--- src/rtl/mips_pkg.sv ---
// mips_pkg: shared opcode constants, register widths and decode helpers for the MIPS pipeline
package mips_pkg;
  localparam int DW = 32;
  localparam int AW = 5;
  localparam logic [5:0] OP_RTYPE = 6'h00;
  localparam logic [5:0] OP_REGIMM = 6'h01;
  localparam logic [5:0] OP_J = 6'h02;
  localparam logic [5:0] OP_JAL = 6'h03;
  localparam logic [5:0] OP_ANDI = 6'h0C;
  localparam logic [5:0] OP_ORI = 6'h0D;
  localparam logic [5:0] OP_XORI = 6'h0E;
  localparam logic [3:0] OP_BRANCH_GRP = 4'b0001;
  localparam logic [2:0] OP_LOAD_GRP = 3'b100;
  localparam logic [2:0] OP_STORE_GRP = 3'b101;
  localparam logic [AW-1:0] REG_ZERO = '0;
  localparam logic [AW-1:0] REG_RA = 5'd31;

  function automatic logic [AW-1:0] dest_reg(input logic [5:0] op, input logic [AW-1:0] rt, input logic [AW-1:0] rd);
    return op == OP_RTYPE ? rd :
           op == OP_JAL ? REG_RA :
           (op[5:3] == OP_STORE_GRP || op[5:2] == OP_BRANCH_GRP || op == OP_REGIMM || op == OP_J) ? REG_ZERO :
           rt;
  endfunction

  function automatic logic zero_ext_imm(input logic [5:0] op);
    return op == OP_ANDI || op == OP_ORI || op == OP_XORI;
  endfunction
endpackage

--- src/rtl/fwd_mux.sv ---
// fwd_mux: operand bypass selecting MEM, then WB, then register-file data; $0 always reads zero
module fwd_mux #(
  parameter int DW = 32,
  parameter int AW = 5
) (
  input  logic [AW-1:0] addr,
  input  logic [DW-1:0] rf_data,
  input  logic          mem_wr_en,
  input  logic [AW-1:0] mem_wr_addr,
  input  logic [DW-1:0] mem_wr_data,
  input  logic          wb_wr_en,
  input  logic [AW-1:0] wb_wr_addr,
  input  logic [DW-1:0] wb_wr_data,
  output logic [DW-1:0] operand
);
  // youngest in-flight result wins; the register file still returns the old value during its write
  always_comb
    operand = addr == '0 ? '0 :
              (mem_wr_en && mem_wr_addr == addr) ? mem_wr_data :
              (wb_wr_en && wb_wr_addr == addr) ? wb_wr_data :
              rf_data;
endmodule

--- src/rtl/id_stage.sv ---
// id_stage: MIPS decode stage with operand bypass, load-use stall and ID/EX handshake register
module id_stage #(
  parameter int DW = mips_pkg::DW,
  parameter int AW = mips_pkg::AW
) (
  input  logic          clk,
  input  logic          rstn,
  input  logic          if_valid,
  input  logic [DW-1:0] if_instr,
  input  logic [DW-1:0] if_pc,
  output logic          id_ready,
  input  logic          flush,
  output logic [AW-1:0] rf_rs,
  output logic [AW-1:0] rf_rt,
  input  logic [DW-1:0] rf_rs_data,
  input  logic [DW-1:0] rf_rt_data,
  input  logic          ex_is_load,
  input  logic [AW-1:0] ex_wr_addr,
  input  logic          mem_wr_en,
  input  logic [AW-1:0] mem_wr_addr,
  input  logic [DW-1:0] mem_wr_data,
  input  logic          wb_wr_en,
  input  logic [AW-1:0] wb_wr_addr,
  input  logic [DW-1:0] wb_wr_data,
  input  logic          ex_ready,
  output logic          idex_valid,
  output logic [DW-1:0] idex_pc,
  output logic [DW-1:0] idex_rs_val,
  output logic [DW-1:0] idex_rt_val,
  output logic [DW-1:0] idex_imm,
  output logic [AW-1:0] idex_dst,
  output logic [5:0]    idex_opcode,
  output logic [5:0]    idex_funct,
  output logic [4:0]    idex_shamt
);
  import mips_pkg::*;
  logic [5:0] opcode;
  logic [DW-1:0] rs_val, rt_val, imm;
  logic [AW-1:0] dst;
  logic hazard, xfer;

  // field split, load-use detection and handshake; flush forces ready so IF/ID drains
  always_comb begin
    opcode = if_instr[31:26];
    rf_rs = if_instr[25:21];
    rf_rt = if_instr[20:16];
    hazard = if_valid & ex_is_load & (ex_wr_addr != '0) & (ex_wr_addr == rf_rs | ex_wr_addr == rf_rt);
    id_ready = flush | (!hazard & (ex_ready | !idex_valid));
    xfer = if_valid & id_ready & !flush;
    dst = dest_reg(opcode, if_instr[20:16], if_instr[15:11]);
    imm = {{(DW-16){~zero_ext_imm(opcode) & if_instr[15]}}, if_instr[15:0]};
  end

  fwd_mux #(.DW(DW), .AW(AW)) rs_fwd (
    .addr(rf_rs), .rf_data(rf_rs_data),
    .mem_wr_en(mem_wr_en), .mem_wr_addr(mem_wr_addr), .mem_wr_data(mem_wr_data),
    .wb_wr_en(wb_wr_en), .wb_wr_addr(wb_wr_addr), .wb_wr_data(wb_wr_data),
    .operand(rs_val)
  );

  fwd_mux #(.DW(DW), .AW(AW)) rt_fwd (
    .addr(rf_rt), .rf_data(rf_rt_data),
    .mem_wr_en(mem_wr_en), .mem_wr_addr(mem_wr_addr), .mem_wr_data(mem_wr_data),
    .wb_wr_en(wb_wr_en), .wb_wr_addr(wb_wr_addr), .wb_wr_data(wb_wr_data),
    .operand(rt_val)
  );

  // ID/EX register: flush drops, transfer loads, a consumed or empty slot empties, else hold
  always_ff @(posedge clk or negedge rstn)
    if (!rstn) begin
      idex_valid <= 1'b0;
      idex_pc <= '0;
      idex_rs_val <= '0;
      idex_rt_val <= '0;
      idex_imm <= '0;
      idex_dst <= '0;
      idex_opcode <= '0;
      idex_funct <= '0;
      idex_shamt <= '0;
    end else if (flush)
      idex_valid <= 1'b0;
    else if (xfer) begin
      idex_valid <= 1'b1;
      idex_pc <= if_pc;
      idex_rs_val <= rs_val;
      idex_rt_val <= rt_val;
      idex_imm <= imm;
      idex_dst <= dst;
      idex_opcode <= opcode;
      idex_funct <= if_instr[5:0];
      idex_shamt <= if_instr[10:6];
    end else if (ex_ready | !idex_valid)
      idex_valid <= 1'b0;
endmodule

--- config.mk ---
export PLATFORM = sky130hd
export DESIGN_NAME = id_stage
export DESIGN_NICKNAME = d
export VERILOG_FILES = /design/src/rtl/mips_pkg.sv /design/src/rtl/fwd_mux.sv /design/src/rtl/id_stage.sv
export SDC_FILE = /design/constraint.sdc
export NUM_CORES = 1
export LEC_CHECK = 0
export BUFFER_PORTS_ARGS = -buffer_cell sky130_fd_sc_hd__clkbuf_2
export CORE_AREA = 2 2 147 149
export CTS_BUF_LIST = sky130_fd_sc_hd__clkbuf_16
export CTS_CLUSTER_DIAMETER = 100
export DETAILED_ROUTE_END_ITERATION = 12
export DIE_AREA = 0 0 149 151
export PLACE_DENSITY = 0.71
export SLEW_MARGIN = 30
export SYNTH_ARGS = -nofsm -noshare
export SYNTH_HDL_FRONTEND = slang
export SYNTH_SLANG_ARGS = --single-unit
--- constraint.sdc ---
create_clock -name clk -period 2.14 [get_ports clk]
set_clock_uncertainty 0.1 [all_clocks]
set_input_delay 0.321 -clock clk [delete_from_list [all_inputs] [get_ports clk]]
set_output_delay 0.321 -clock clk [all_outputs]
set_load 0.01 [all_outputs]
==> flow_summary.ini <==
[yosys]
postSynthCellCount = 762
synth_area_per_cell_um2 = 10.02
syn-num-nets = 977
yosys_warnings = 0
ys_types = 37
yosys_register_bits = 125
seq_area_frac_synth_pct = 40.97
synth_area_mm2 = 0.007635

[final_layout]
drive_above_1_share_pct = 47.11
final_cell_mix = clkbuf_2 (375), dfrtp_1 (125), inv_1 (65)
n_antenna_cell = 0
nNetsFinal = 1311
final_area_mm2 = 0.01048
final_common_cell = clkbuf_2
instances_no_fill = 1383
area_growth_syn_to_layout_pct = 37.22
final_core_util_pct = 50.31

[timing]
rsz0062_at_grt = false
hold_viol_final = 0
drv_slew = 0
holdWs_ps = 38.70
fmax_mhz = 487.3
finalSetupViolations = 0
worst_slew_pin_slew_ps = 528.4
setup_ws_ps = 88.06
finalCriticalPeriod_ps = 2052
maxSlewHeadroom_pct = 64.40
final.setup.tns_ps = 0
period_share_pct = 95.88

[grt]
grt_pass1_vias = 7598
grt.total_usage_pct = 24.47
grt_overflow = 0
antenna_found_initial = 1
grt_start_max_net_pins = 53
grt_pass1_wl_mm = 42.56

[clocking]
numCtsBuffers = 17
cts_buffer_depth = 2
root_buffer = clkbuf_16
cts_tree = built
clkSinkCount = 125
clkSlewWorstSetupHoldPaths_ps = 60
htree_levels = 4
clk_latency_ps = 400
post_cts_buffers = 0

[floorplan]
die-width_um = 149
pin_count = 377
chipHeight_um = 151
start_util_pct = 36.67
dieArea_mm2 = 0.02250
placeableCoreArea_mm2 = 0.02082
core.rowCount = 53

[status]
status = completed

[setup_path]
arrival_ps = 1630
critPathCaptureType = output port
critPathLaunchType = input pin
cp_cell_sequence = clkbuf_2 -> buf_4 -> xnor2_1 -> nand3_1 -> o22ai_1 -> nand3_1 -> a21o_1 -> clkbuf_2
critPathKind = input pin to output port
path_max_fanout = 4
cpMaxStageDelayCell = o22ai_1
slowest_delay_ps = 310
worstPathRequired_ps = 1720

[detailed_routing]
viasPerCell = 5.462
routedWlPerCell_um = 20.46
vias = 7554
postRouteAntennaNets = 0
drt_wl_total_mm = 28.29
drc = 0
dr.pass1.iters = 5
drt_iter0_markers = 522

[placement]
io_buffers = 376
post-dp-hpwl_mm = 20.70
post-place-ws_ps = -118.4
gp_congestion = 0.8349
dp_cells = 1351
placed_cell_area_mm2 = 0.009871

[power_and_ir_drop]
p_leak_nw = 5.128
p_per_area_mw_per_mm2 = 802.2
power_mw = 8.404
peakVddDrop_mv = 0.4730

[run]
maxCapViolCount = 0

[worst_hold_path]
hp-class = input pin to flip-flop
## what timing repair did
item                      CTS  global route
hold buffers                1             0
resized for setup           0             0
hold endpoints to repair   38             0
## where the power goes
group          internal (mW)  switching, mW
Combinational           1.06           1.25
Clock                   1.83           1.13
Sequential              2.82          0.303
Total                   5.72           2.69
## cells in the mapped netlist
| master | n | area, µm² |
|---|---|---|
| buf_4 | 40 | 300.3 |
| nor4_1 | 1 | 6.260 |
| nand3b_1 | 32 | 240.2 |
| a21boi_0 | 57 | 427.9 |
| buf_6 | 8 | 90.09 |
| and3_1 | 64 | 400.4 |
| nor4_2 | 1 | 12.51 |
| and3b_1 | 1 | 8.760 |
| a21boi_2 | 1 | 11.26 |
| nand2b_1 | 2 | 12.51 |
| o21ai_0 | 4 | 20.02 |
| nor4_4 | 2 | 42.54 |
| o21ai_1 | 2 | 10.01 |
| o32ai_1 | 64 | 560.5 |
| nand4_1 | 1 | 6.260 |
| dfrtp_1 | 125 | 3128 |
| or3_1 | 32 | 200.2 |
| o31ai_1 | 64 | 480.5 |
| inv_1 | 64 | 240.2 |
| nand2_1 | 10 | 37.54 |
| clkbuf_1 | 53 | 198.9 |
| a21o_1 | 1 | 7.510 |
| o22a_1 | 1 | 8.760 |
| or4_1 | 3 | 22.52 |
| and2_1 | 5 | 31.28 |
| o41a_1 | 1 | 11.26 |
| clkbuf_2 | 1 | 5.000 |
| xnor2_1 | 19 | 166.4 |
| xor2_1 | 12 | 105.1 |
| buf_2 | 6 | 30.03 |
| nor2_1 | 8 | 30.03 |
| a21oi_1 | 5 | 25.02 |
| a21boi_1 | 7 | 52.55 |
| nand3_1 | 3 | 15.01 |
| o22ai_1 | 1 | 6.260 |
| mux2_2 | 60 | 675.7 |
| o21a_1 | 1 | 7.510 |
## layer usage
layer	vias to the layer above	share of wire [%]	wire length [µm]	track usage [%]
li1	3438	-	-	-
met1	3650	39	11020	30.64
met2	408	49	13760	40.23
met3	56	9.5	2685	6.747
met4	2	2.9	816	9.571
met5	-	0.039	11	0
## flip-flops by register name, summed over array words and instances, names as in the netlist
name and flops:
idex_rt_val 32, idex_pc 32, idex_opcode 6, idex_imm 17, idex_valid 1, idex_rs_val 32, idex_dst 5
## critical path, delay by kind of cell
family          cells  cell delay, ps
compound gates      2             520
buf+inv             3             420
simple gates        2             230
xor+xnor            1             140
## path summary, 6_finish.rpt
path                               from         endpoint  slack (ps)  cells past startpoint
max in group asynchronous          rstn   idex_opcode[1]        1010                      3
setup reg to reg             idex_valid      idex_imm[0]         370                      5
hold / removal              if_instr[5]      idex_imm[5]          40                      2
hold reg to reg              idex_pc[0]       idex_pc[0]         410                      1
setup / recovery           if_instr[17]         id_ready          90                      8
min in group asynchronous          rstn  idex_rs_val[12]         300                      2
## area by class of cell
class | instances | area (µm²)
fill | 1942 | 10350
sequential | 125 | 3128
clock buffer | 17 | 425.4
tap | 275 | 344.1
multi-input combinational | 465 | 3700
timing repair buffer | 423 | 2469
inverter | 64 | 240.2
clock inverter | 14 | 170.2
## cells by family after synthesis
logic type	count (synthesis)	synth area share, %
AOI/OAI and AO/OA	209	21.34
DFF	125	40.97
xor gates and xnor gates	31	3.556
buffers and inverters	172	11.32
muxes	60	8.850
and+or+nand+nor	165	13.96
Note: power is estimated with default switching activity, not from simulation.
